File: config.mk
export PLATFORM = sky130hd
export DESIGN_NAME = delay_line_prog
export DESIGN_NICKNAME = d
export VERILOG_FILES = /design/src/rtl/delay_line_prog.sv
export SDC_FILE = /design/constraint.sdc
export NUM_CORES = 1
export LEC_CHECK = 0
export BUFFER_PORTS_ARGS = -buffer_cell sky130_fd_sc_hd__clkbuf_2
export CORE_MARGIN = 2
export CORE_UTILIZATION = 55
export DETAILED_ROUTE_END_ITERATION = 16
export PLACE_DENSITY = 0.69
export SYNTH_ARGS = -nofsm -noshare
export SYNTH_HDL_FRONTEND = slang
export SYNTH_SLANG_ARGS = --single-unit
File: constraint.sdc
create_clock -name clk -period 4.9 [get_ports clk]
set_clock_uncertainty 0.15 [all_clocks]
set_input_delay 0.245 -clock clk [delete_from_list [all_inputs] [get_ports clk]]
set_output_delay 0.245 -clock clk [all_outputs]
set_load 0.005 [all_outputs]
File: src/rtl/delay_line_prog.sv
// delay_line_prog
//   Multi-channel programmable delay line. Each channel delays a SIZE-bit
//   word plus its valid flag by 0..MAX_DELAY enabled clock cycles using a
//   per-channel circular buffer. After a delay change, valid_out is masked
//   for (new delay - 1) enabled cycles so stale buffer entries are never
//   flagged valid.
//
// Ports
//   clk        rising-edge clock
//   rst_n      asynchronous active-low reset
//   en         advance enable; low freezes all state
//   delay_sel  per-channel delay select, channel c at [c*DLY_W +: DLY_W]
//   data_in    per-channel input word, channel c at [c*SIZE +: SIZE]
//   valid_in   per-channel input valid
//   data_out   per-channel delayed word
//   valid_out  per-channel delayed valid, masked while settling
//   settling   per-channel flag, high while stale entries are suppressed
module delay_line_prog #(
  parameter int SIZE      = 8,
  parameter int CHANNELS  = 2,
  parameter int MAX_DELAY = 16,
  // Derived width of one delay-select field; not meant to be overridden.
  parameter int DLY_W     = $clog2(MAX_DELAY + 1)
) (
  input  logic                      clk,
  input  logic                      rst_n,
  input  logic                      en,
  input  logic [CHANNELS*DLY_W-1:0] delay_sel,
  input  logic [CHANNELS*SIZE-1:0]  data_in,
  input  logic [CHANNELS-1:0]       valid_in,
  output logic [CHANNELS*SIZE-1:0]  data_out,
  output logic [CHANNELS-1:0]       valid_out,
  output logic [CHANNELS-1:0]       settling
);

  localparam int          PTR_W = (MAX_DELAY > 1) ? $clog2(MAX_DELAY) : 1;
  localparam int          AW    = DLY_W + 1;
  localparam int unsigned DEPTH = MAX_DELAY;

  typedef logic [SIZE:0] entry_t;

  // Shared write pointer: every channel writes the same slot each enabled edge.
  logic [PTR_W-1:0] wptr_q, wptr_d;

  always_comb begin
    wptr_d = wptr_q;
    if (en) begin
      // Depth need not be a power of two, so wrap explicitly.
      if (wptr_q == PTR_W'(MAX_DELAY - 1)) wptr_d = '0;
      else                                 wptr_d = wptr_q + PTR_W'(1);
    end
  end

  always_ff @(posedge clk or negedge rst_n) begin
    if (!rst_n) wptr_q <= '0;
    else        wptr_q <= wptr_d;
  end

  for (genvar c = 0; c < CHANNELS; c++) begin : g_ch
    logic [DLY_W-1:0] sel, eff;
    logic [DLY_W-1:0] dq_q, dq_d;
    logic [DLY_W-1:0] cnt_q, cnt_d;
    logic [AW-1:0]    w_ext, d_ext;
    logic [PTR_W-1:0] rd_idx;
    entry_t           mem_q [MAX_DELAY];
    entry_t           rd;
    logic             settle;
    logic             v;
    logic [SIZE-1:0]  d;

    assign sel = delay_sel[c*DLY_W +: DLY_W];
    assign eff = (sel > DLY_W'(MAX_DELAY)) ? DLY_W'(MAX_DELAY) : sel;

    // A new delay reloads the settle counter (latest change wins); otherwise
    // the counter runs down to zero.
    always_comb begin
      dq_d  = dq_q;
      cnt_d = cnt_q;
      if (en) begin
        if (eff != dq_q) begin
          dq_d  = eff;
          cnt_d = (eff == '0) ? '0 : eff - DLY_W'(1);
        end else if (cnt_q != '0) begin
          cnt_d = cnt_q - DLY_W'(1);
        end
      end
    end

    always_ff @(posedge clk or negedge rst_n) begin
      if (!rst_n) begin
        dq_q  <= '0;
        cnt_q <= '0;
      end else begin
        dq_q  <= dq_d;
        cnt_q <= cnt_d;
      end
    end

    always_ff @(posedge clk or negedge rst_n) begin
      if (!rst_n) begin
        for (int unsigned i = 0; i < DEPTH; i++) mem_q[i] <= '0;
      end else if (en) begin
        mem_q[wptr_q] <= {valid_in[c], data_in[c*SIZE +: SIZE]};
      end
    end

    // Read slot (wptr - dq) mod MAX_DELAY; with dq == MAX_DELAY this is the
    // slot about to be overwritten, which still holds the old entry.
    assign w_ext  = AW'(wptr_q);
    assign d_ext  = AW'(dq_q);
    assign rd_idx = (w_ext >= d_ext) ? PTR_W'(w_ext - d_ext)
                                     : PTR_W'(w_ext + AW'(MAX_DELAY) - d_ext);
    assign rd     = mem_q[rd_idx];

    always_comb begin
      settle = (cnt_q != '0);
      if (dq_q == '0) begin
        v = valid_in[c];
        d = data_in[c*SIZE +: SIZE];
      end else begin
        v = rd[SIZE];
        d = rd[SIZE-1:0];
      end
    end

    // dq resets to 0 (bypass), so the outputs are forced low while reset is
    // held; the bypass only shows data_in once rst_n is released.
    assign data_out[c*SIZE +: SIZE] = rst_n ? d : '0;
    assign valid_out[c]             = rst_n & v & ~settle;
    assign settling[c]              = settle;
  end

endmodule

==> impl_metrics.env, run 1 <==
export IMPL_slew_headroom_pct=26.4
export IMPL_synth_flop_cell="dfrtp_1"
export IMPL_fillers=2145
export IMPL_layout_nets=1247
export IMPL_grt_max_degree=144
export IMPL_yosys_top_cells_count="mux2_2, dfrtp_1, mux2i_1"
export IMPL_clkLatencyLatePin_ns=0.50
export IMPL_hp_class="in2async"
export IMPL_area_growth_synth_to_final_pct=10.8
export IMPL_period_needed_ns=4.50
export IMPL_cp_required_ns=4.51
export IMPL_ir_drop_uv=352
export IMPL_vias_per_cell=6.05
export IMPL_rsz0062_at_grt="false"
export IMPL_ant_nets=0
export IMPL_synth_nets=1213
export IMPL_routed_wirelength_um=35200
export IMPL_multi_input_area_sq_mm=0.00716
export IMPL_slew_viol_final=0
export IMPL_total_power_w=0.0117
export IMPL_crit_fanout=63
export IMPL_async_flop_share_pct=100
export IMPL_clkSlewWorstSetupHoldPaths_ns=0.06
export IMPL_syn_area_per_cell_sq_um=13.3
export IMPL_postSynthCellCount=1165
export IMPL_netlist_top_cells_area="dfrtp_1, mux2_2, mux2i_1"
export IMPL_min_period_over_period_pct=91.8
export IMPL_grt_usage_pct=24.7
export IMPL_remaining_drc_errors=0
export IMPL_yosys_area_top_type_share_pct=50.5
export IMPL_n_antenna_cell=0
export IMPL_final_layout_size_suffix_gt1_share_pct=41.3
export IMPL_setup_tns_ns=0
export IMPL_root_buffer="clkbuf_16"
export IMPL_yosys_area_top_type="dfrtp_1"
export IMPL_dieWidth_um=172
export IMPL_synth_edf_count=0
export IMPL_routabilityCongestion=0.734
export IMPL_routedWlPerCell_um=22.1
export IMPL_cap_viol_max_count=0
export IMPL_criticalPathCategory="reg2out"
export IMPL_cts_tree="done"
export IMPL_hold_viol_final=0
export IMPL_endpoint_kind="output port"
export IMPL_worst_setup_path_start_kind="register"
export IMPL_io_pins=51
export IMPL_cts_sinks=312
export IMPL_grt_first_pass_wirelength_um=56200
export IMPL_io_buffers=50
export IMPL_setup_viol=0
export IMPL_die_h_um=172
export IMPL_ys_seq_area_share_pct=50.5
export IMPL_critical_path_arrival_ns=4.10
export IMPL_vias=9660
export IMPL_die_area_sq_mm=0.0294
export IMPL_dr_first_iter_drc_count=624
export IMPL_regArea_sq_mm=0.00781
export IMPL_leakage_nw=7.58
export IMPL_outcome="finished clean"
export IMPL_synth_seq_cells=312
export IMPL_worst_slew_pin_slew_ns=1.09
export IMPL_yosysMostFrequentCell="mux2_2"
export IMPL_ys_types=61
export IMPL_r2r_slack_ns=2.01
export IMPL_syn_area_sq_mm=0.0154
export IMPL_grt_pass1_vias=10000
export IMPL_globalRoute_totalOverflow=0
export IMPL_fp_coreArea_sq_mm=0.0277
export IMPL_p_per_area_mw_per_mm2=685
export IMPL_start_util_pct=55.8
export IMPL_place_hpwl_um=20900
export IMPL_cts_made_buffers=34
export IMPL_htreeDepth=2
export IMPL_drtPass1Iterations=5
export IMPL_max_freq_mhz=222
export IMPL_antenna_found_initial=0
export IMPL_rows=61
export IMPL_whs_ns=0.0479
export IMPL_postCtsSetupBuffers=0
export IMPL_clockBufferDepth=3
export IMPL_yosysWarnings=0
[power breakdown]
part | total (W) | switching, W | internal [W]
Clock | 0.00247 | 0.00101 | 0.00146
Sequential | 0.00440 | 0.000628 | 0.00377
Combinational | 0.00486 | 0.00229 | 0.00257
[worst max-delay path, stage by stage (launching register included)]
cell       delay (ns)
dfrtp_1          0.45
inv_1            0.19
ha_1             0.20
inv_1            0.06
fa_4             1.37
buf_12           0.26
mux2_2           0.35
o22ai_1          0.14
a2111oi_0        0.10
a211o_1          0.31
clkbuf_2         0.12
[through the flow]
| stage | instances | worst slack, ns | utilization [%] | instance area (sq um) |
|---|---|---|---|---|
| 6_report | 1597 | 0.404 | 61.8 | 17100 |
| 5_1_grt | 1597 | 0.188 | 61.8 | 17100 |
| 4_1_cts | 1597 | 0.409 | 61.8 | 17100 |
| 3_5_place_dp | 1529 | 0.948 | 57.6 | 16000 |
| 3_3_place_gp | 1529 | 1.05 | 57.6 | 16000 |
| 2_1_floorplan | 1165 | 2.07 | - | 15400 |
[repair_timing]
item,in CTS,in global routing
hold buffers,12,0
endpoints found under the hold margin,43,0
resized for setup,0,0
[final timing paths]
check | startpoint | endpoint | cells after the start
max reg2reg | wptr_q[3]$_DFFE_PN0P_ | g_ch[1].mem_q[0]$_DFFE_PN0P_ | 2
max in group asynchronous | rst_n | g_ch[1].mem_q[108]$_DFFE_PN0P_ | 4
min in group clk | valid_in[1] | g_ch[1].mem_q[26]$_DFFE_PN0P_ | 2
min reg2reg | g_ch[0].mem_q[127]$_DFFE_PN0P_ | g_ch[0].mem_q[127]$_DFFE_PN0P_ | 1
max | wptr_q[0]$_DFFE_PN0P_ | data_out[7] | 10
min | rst_n | g_ch[0].mem_q[28]$_DFFE_PN0P_ | 2
[cells by family after synthesis]
logic type / Yosys count / synth area share, %
adder cells (fa/ha/maj): 17 / 1.47
buffers and inverters: 103 / 3.29
AND/OR/NAND/NOR: 143 / 5.71
flip-flops: 312 / 50.5
AO/OA/AOI/OAI: 170 / 8.24
XOR/XNOR: 12 / 0.778
multiplexers: 408 / 30.0
[metal layers]
layer  global-route usage [%]  vias to the layer above  share of wire (%)
li1                         -                     4409                  -
met2                     40.0                      148                 48
met3                     3.75                       34                3.4
met4                     5.56                        0                1.3
met5                        0                        -                  0
met1                     35.3                     5069                 47
[area by class of cell]
cell class	count	share of cell area [%]
Inverter	19	0.417
Clock inverter	8	0.563
Multi-Input combinational cell	750	41.8
Sequential cell	312	45.6
Clock buffer	48	5.58
Timing Repair Buffer	82	3.24
Tap cell	378	2.76
[placed cells by master, fill, tap and decap left out, drive strengths merged, types with 3 or more instances in the layout]
| master | Yosys | layout |
|---|---|---|
| nor4b | 6 | 6 |
| mux2 | 356 | 356 |
| mux2i | 44 | 44 |
| nand2 | 32 | 32 |
| clkbuf | 31 | 97 |
| a2111oi | 32 | 32 |
| nand4b | 3 | 3 |
| xor2 | 9 | 9 |
| nor2 | 14 | 14 |
| nor3b | 3 | 3 |
| a211oi | 33 | 33 |
| o21ai | 26 | 26 |
| inv | 19 | 20 |
| nand3 | 15 | 15 |
| dlygate4sd3 | 0 | 12 |
| buf | 53 | 21 |
| a21oi | 5 | 5 |
| nor3 | 12 | 12 |
| ha | 15 | 15 |
| a211o | 17 | 17 |
| nor4 | 4 | 4 |
| o22ai | 32 | 32 |
| mux4 | 8 | 8 |
| xnor2 | 3 | 3 |
| nand4 | 4 | 4 |
| clkinv | 0 | 4 |
| o2bb2ai | 5 | 5 |
| nand2b | 4 | 4 |
| dfrtp | 312 | 312 |
| nor2b | 36 | 36 |
[sequential cells by signal, indices dropped and copies added (netlist names)]
register,flops
g_ch.cnt_q,10
g_ch.dq_q,10
g_ch.mem_q,288
wptr_q,4
(Power assumes the default switching activity.)
==> run 2, diff against run 1 <==
Settings changed: BUFFER_PORTS_ARGS -buffer_cell sky130_fd_sc_hd__clkbuf_2 to -buffer_cell sky130_fd_sc_hd__buf_2.
==> run 2 against run 1 <==
Worst hold slack got worse by 0.0057 ns. Routed wire length grew 1.9%. Sequential share of layout area is 0.39 points lower. Largest power group unchanged. Register-to-register slack about the same. Highest routed layer unchanged. First-iteration DRC count up 14%. Power is 2.0% higher. Core utilization up 0.53 points. Sequential cell count did not move. Sequential power hardly changed. Die area did not move.
==> impl_metrics.env, run 2 (synthesis results as in run 1) <==
export IMPL_routed_wirelength_um=35900
export IMPL_cts_tree="done"
export IMPL_n_antenna_cell=0
export IMPL_clockBufferDepth=3
export IMPL_rows=61
export IMPL_worst_setup_path_start_kind="register"
export IMPL_io_buffers=50
export IMPL_comb_power_share_pct=40.7
export IMPL_grt_max_degree=74
export IMPL_remaining_drc_errors=0
export IMPL_internal_power_w=0.00796
export IMPL_grt_usage_pct=25.4
export IMPL_clkLatencyLatePin_ns=0.51
export IMPL_globalRoute_totalOverflow=0
export IMPL_rsz0062_at_grt="false"
export IMPL_min_period_over_period_pct=90.8
export IMPL_start_util_pct=55.8
export IMPL_final_common_cell="mux2_2"
export IMPL_cap_viol_max_count=0
export IMPL_multi_input_area_sq_mm=0.00716
export IMPL_p_sw_share_pct=33.4
export IMPL_routabilityCongestion=0.764
export IMPL_whs_ns=0.0421
export IMPL_dieWidth_um=172
export IMPL_final_layout_size_suffix_gt1_share_pct=42.0
export IMPL_leakage_nw=7.67
export IMPL_setup_tns_ns=0
export IMPL_slew_viol_final=0
export IMPL_endpoint_kind="output port"
export IMPL_cts_sinks=312
export IMPL_critical_path_arrival_ns=4.05
export IMPL_pwr_share_seq_pct=36.9
export IMPL_p_per_area_mw_per_mm2=692
export IMPL_vias=9672
export IMPL_regArea_sq_mm=0.00781
export IMPL_ir_drop_uv=351
export IMPL_setup_viol=0
export IMPL_dr_first_iter_drc_count=712
export IMPL_htreeDepth=2
export IMPL_cts_made_buffers=36
export IMPL_vias_per_cell=6.01
export IMPL_largest_register="g_ch.mem_q"
export IMPL_layout_nets=1251
export IMPL_area_growth_synth_to_final_pct=11.8
export IMPL_die_area_sq_mm=0.0294
export IMPL_final_cell_mix="mux2_2, dfrtp_1, buf_2"
export IMPL_routedWlPerCell_um=22.3
export IMPL_period_needed_ns=4.45
export IMPL_clkSlewWorstSetupHoldPaths_ns=0.06
export IMPL_worst_slew_pin_slew_ns=1.22
export IMPL_fp_coreArea_sq_mm=0.0277
export IMPL_outcome="finished clean"
export IMPL_crit_fanout=49
export IMPL_largest_reg_flops=288
export IMPL_p_sw_w=0.00400
export IMPL_grt_first_pass_wirelength_um=57100
export IMPL_ant_nets=0
export IMPL_fillers=2121
export IMPL_slew_headroom_pct=17.3
export IMPL_place_hpwl_um=21200
export IMPL_hp_class="in2reg"
export IMPL_grt_pass1_vias=9848
export IMPL_antenna_found_initial=0
export IMPL_drtPass1Iterations=5
export IMPL_die_h_um=172
export IMPL_postCtsSetupBuffers=0
export IMPL_cp_required_ns=4.51
export IMPL_io_pins=51
export IMPL_reg_top3="g_ch.mem_q: 288 flops, g_ch.cnt_q: 10 flops, g_ch.dq_q: 10 flops"
export IMPL_criticalPathCategory="reg2out"
export IMPL_clkPwrFrac_pct=22.5
export IMPL_root_buffer="clkbuf_16"
export IMPL_hold_viol_final=0
export IMPL_max_freq_mhz=225
## run 2: changes by cell type in the layout (fill, tap and decap cells not counted), sizes merged
cell and change:
clkinv +6, clkbuf -45, buf +51
## run 2: through the flow
| stage | instances | worst slack (ns) | power (W) | area [sq um] | utilization (%) |
|---|---|---|---|---|---|
| after detailed placement | 1531 | 0.936 | 0.00927 | 15900 | 57.6 |
| after global routing | 1609 | 0.208 | 0.0127 | 17300 | 62.3 |
| after CTS | 1609 | 0.394 | 0.0120 | 17300 | 62.3 |
| after floorplan | 1165 | 2.07 | 0.00802 | 15400 | - |
| after global placement | 1531 | 0.974 | 0.00913 | 15900 | 57.6 |
| final | 1609 | 0.451 | 0.0120 | 17300 | 62.3 |
## run 2: cell type report
type	instances	share of cell area (%)
Clock buffer	52	6.16
Clock inverter	14	0.797
Inverter	19	0.413
Multi-Input combinational cell	750	41.5
Sequential cell	312	45.2
Tap cell	378	2.74
Timing Repair Buffer	84	3.23
## run 2: power by group through the flow
stage	sequential [W]	clock, W	combinational (W)
6_report	0.00441	0.00269	0.00486
5_1_grt	0.00455	0.00285	0.00527
4_1_cts	0.00440	0.00274	0.00487
3_5_place_dp	0.00443	0	0.00484
3_3_place_gp	0.00439	0	0.00474
2_1_floorplan	0.00419	0	0.00382
## run 2: timing repair
item                      4_1_cts  5_1_grt
gates resized for setup         0        0
hold endpoints to repair       64        0
hold buffers                   12        0
## run 2: layer usage
layer	vias to the layer above	track usage, %	wire, um
li1	4424	-	-
met1	5032	36.7	16800
met2	158	39.9	16900
met3	58	4.16	1340
met4	0	7.18	847
met5	-	0	0
## run 2: critical path: stages (launching register included)
cell and delay [ns]:
dfrtp_1 0.45, inv_1 0.17, ha_1 0.18, inv_1 0.06, fa_4 1.22, buf_4 0.38
mux2_2 0.37, o22ai_1 0.15, a2111oi_0 0.10, a211o_1 0.29, buf_2 0.14
## run 2: final timing paths
path / start / endpoint / slack, ns / cells after the start
max: wptr_q[0]$_DFFE_PN0P_ / data_out[12] / 0.45 / 10
min: data_in[3] / g_ch[0].mem_q[75]$_DFFE_PN0P_ / 0.04 / 2
max reg2reg: wptr_q[3]$_DFFE_PN0P_ / g_ch[1].mem_q[4]$_DFFE_PN0P_ / 2.01 / 2
min reg2reg: g_ch[1].mem_q[60]$_DFFE_PN0P_ / g_ch[1].mem_q[60]$_DFFE_PN0P_ / 0.35 / 1
max in group asynchronous: rst_n / g_ch[0].cnt_q[1]$_DFFE_PN0P_ / 2.50 / 4
min in group asynchronous: rst_n / g_ch[0].mem_q[1]$_DFFE_PN0P_ / 0.10 / 2
==> run 3, diff against run 2 <==
Settings changed: GPL_TIMING_DRIVEN from default to 0.
==> run 3 against run 2 <==
Register-to-register slack got worse by 0.13 ns. Die area unchanged. Worst hold slack worse by 0.016 ns. Global-route usage is 1.7 points higher. Final cell count rose by 4.3%. Core utilization rose by 1.2 points. Power is 2.2% higher. Setup slack lost 0.19 ns. Sequential share of layout area shrank 0.87 points. Routed wire length increased by 8.2%.
==> impl_metrics.env, run 3 (synthesis results as in run 1) <==
export IMPL_final_layout_size_suffix_gt1_share_pct=41.4
export IMPL_final_cell_mix="mux2_2, dfrtp_1, buf_2"
export IMPL_die_area_sq_mm=0.0294
export IMPL_r2r_slack_ns=1.88
export IMPL_start_util_pct=55.8
export IMPL_ir_drop_uv=505
export IMPL_clockBufferDepth=3
export IMPL_vias=10100
export IMPL_slew_headroom_pct=16.8
export IMPL_io_pins=51
export IMPL_grt_use_met1_pct=38.4
export IMPL_cts_repair_resized=0
export IMPL_dr_first_iter_drc_count=665
export IMPL_hold_buffers=26
export IMPL_n_antenna_cell=0
export IMPL_area_growth_synth_to_final_pct=14.0
export IMPL_use_met3_pct=4.62
export IMPL_dieWidth_um=172
export IMPL_vias_per_cell=6.03
export IMPL_root_buffer="clkbuf_16"
export IMPL_top_usage_layer="met2"
export IMPL_routabilityCongestion=0.828
export IMPL_cts_sinks=312
export IMPL_critPathSlowestCell="clkbuf_1"
export IMPL_leakage_nw=7.83
export IMPL_crit_family="compound AO/OA/AOI/OAI gates"
export IMPL_p_sw_w=0.00430
export IMPL_setup_viol=0
export IMPL_crit_fanout=10
export IMPL_final_common_cell="mux2_2"
export IMPL_comb_power_share_pct=43.5
export IMPL_rows=61
export IMPL_remaining_drc_errors=0
export IMPL_p_sw_share_pct=35.2
export IMPL_place_hpwl_um=25300
export IMPL_cts_made_buffers=35
export IMPL_fp_coreArea_sq_mm=0.0277
export IMPL_critPathCapture="data_out[7]"
export IMPL_pwr_share_seq_pct=35.7
export IMPL_clkPwrFrac_pct=20.8
export IMPL_grt_first_pass_wirelength_um=60100
export IMPL_globalRoute_totalOverflow=0
export IMPL_met2_usage_pct=43.1
export IMPL_clkLatencyLatePin_ns=0.50
export IMPL_whs_ns=0.0257
export IMPL_htreeDepth=2
export IMPL_cpPeakStageDelay_ns=0.61
export IMPL_final_cells=1678
export IMPL_ant_nets=0
export IMPL_total_power_w=0.0122
export IMPL_worstPathCellList="inv_1 > ha_1 > inv_1 > fa_1 > xor2_2 > nand2_1 > clkbuf_1 > o22ai_1 > a2111oi_1 > a211o_1 > buf_2"
export IMPL_regArea_sq_mm=0.00781
export IMPL_worst_setup_path_start_kind="register"
export IMPL_setup_tns_ns=0
export IMPL_worst_slew_pin_slew_ns=1.24
export IMPL_p_per_area_mw_per_mm2=694
export IMPL_multi_input_area_sq_mm=0.00713
export IMPL_slew_viol_final=0
export IMPL_hp_class="in2reg"
export IMPL_critPathBufInv=4
export IMPL_largest_reg_flops=288
export IMPL_grt_usage_pct=27.1
export IMPL_hold_viol_final=0
export IMPL_place_inst=1592
export IMPL_clkSlewWorstSetupHoldPaths_ns=0.06
export IMPL_routedWlPerCell_um=23.2
export IMPL_cp_depth=11
export IMPL_cts_tree="done"
export IMPL_internal_power_w=0.00791
export IMPL_criticalPathCategory="reg2out"
export IMPL_fin_area_sq_mm=0.0176
export IMPL_dpl_cell_area_sq_mm=0.0162
export IMPL_drtPass1Iterations=5
export IMPL_outcome="finished clean"
export IMPL_critical_path_arrival_ns=4.24
export IMPL_routed_wirelength_um=38900
export IMPL_die_h_um=172
export IMPL_fillers=2169
export IMPL_io_buffers=46
export IMPL_max_freq_mhz=216
export IMPL_critPathMostFrequentCell="inv_1"
export IMPL_postCtsSetupBuffers=0
export IMPL_min_period_over_period_pct=94.6
export IMPL_rr_worst_depth=6
export IMPL_rsz0062_at_grt="false"
export IMPL_largest_register="g_ch.mem_q"
export IMPL_cp_required_ns=4.51
export IMPL_r2r_start="wptr_q[1]$_DFFE_PN0P_"
export IMPL_hold_start="data_in[15]"
export IMPL_grt_max_degree=93
export IMPL_antenna_found_initial=0
export IMPL_cap_viol_max_count=0
export IMPL_endpoint_kind="output port"
export IMPL_period_needed_ns=4.64
export IMPL_r2r_end="g_ch[1].mem_q[136]$_DFFE_PN0P_"
export IMPL_layout_nets=1325
export IMPL_reg_top3="g_ch.mem_q: 288 flops, g_ch.cnt_q: 10 flops, g_ch.dq_q: 10 flops"
export IMPL_grt_pass1_vias=10300
export IMPL_crit_path_start="wptr_q[0]$_DFFE_PN0P_"
run 3: final cells by class:
cell class,count,share of cell area (%)
Multi-Input combinational cell,750,40.5
Sequential cell,312,44.3
Timing Repair Buffer,75,3.31
Clock buffer,56,6.17
Tap cell,378,2.69
Buffer,84,2.48
Inverter,19,0.405
Clock inverter,4,0.114
run 3: worst min path at each step:
stage / end / slack [ns] / cells past startpoint
3_5_place_dp: g_ch[0].mem_q[47]$_DFFE_PN0P_ / 0.09 / 1
5_1_grt: g_ch[1].mem_q[142]$_DFFE_PN0P_ / 0.03 / 2
2_1_floorplan: g_ch[0].cnt_q[0]$_DFFE_PN0P_ / -0.20 / 0
3_3_place_gp: g_ch[1].mem_q[56]$_DFFE_PN0P_ / 0.33 / 1
6_report: g_ch[1].mem_q[7]$_DFFE_PN0P_ / 0.03 / 2
4_1_cts: g_ch[1].mem_q[7]$_DFFE_PN0P_ / 0.01 / 2
run 3: worst reg2reg max path, cell delays in order, from the launching register on:
cell     delay (ns)
dfrtp_1        0.54
inv_1          0.18
ha_1           0.27
nand2_1        0.09
nor3_2         0.93
buf_4          0.38
mux2_2         0.36
run 3: power by group through the flow:
| stage | clock [W] | combinational (W) | sequential [W] |
|---|---|---|---|
| 2_1_floorplan | 0 | 0.00382 | 0.00419 |
| 3_3_place_gp | 0 | 0.00515 | 0.00433 |
| 3_5_place_dp | 0 | 0.00523 | 0.00439 |
| 4_1_cts | 0.00258 | 0.00528 | 0.00435 |
| 5_1_grt | 0.00269 | 0.00567 | 0.00451 |
| 6_report | 0.00254 | 0.00531 | 0.00437 |
run 3: per-stage QoR:
step,utilization [%],setup WS [ns]
after floorplan,-,2.07
after global placement,58.3,-3.04
after detailed placement,58.6,0.908
after CTS,63.6,0.353
after global routing,63.6,0.107
final,63.6,0.263
run 3: per-layer routing:
metal	part of all wire [%]	vias up	routed length, um
met1	46	5270	17800
met3	4.8	68	1880
met4	2.5	0	959
met2	47	222	18300
li1	-	4561	-
met5	0	-	0
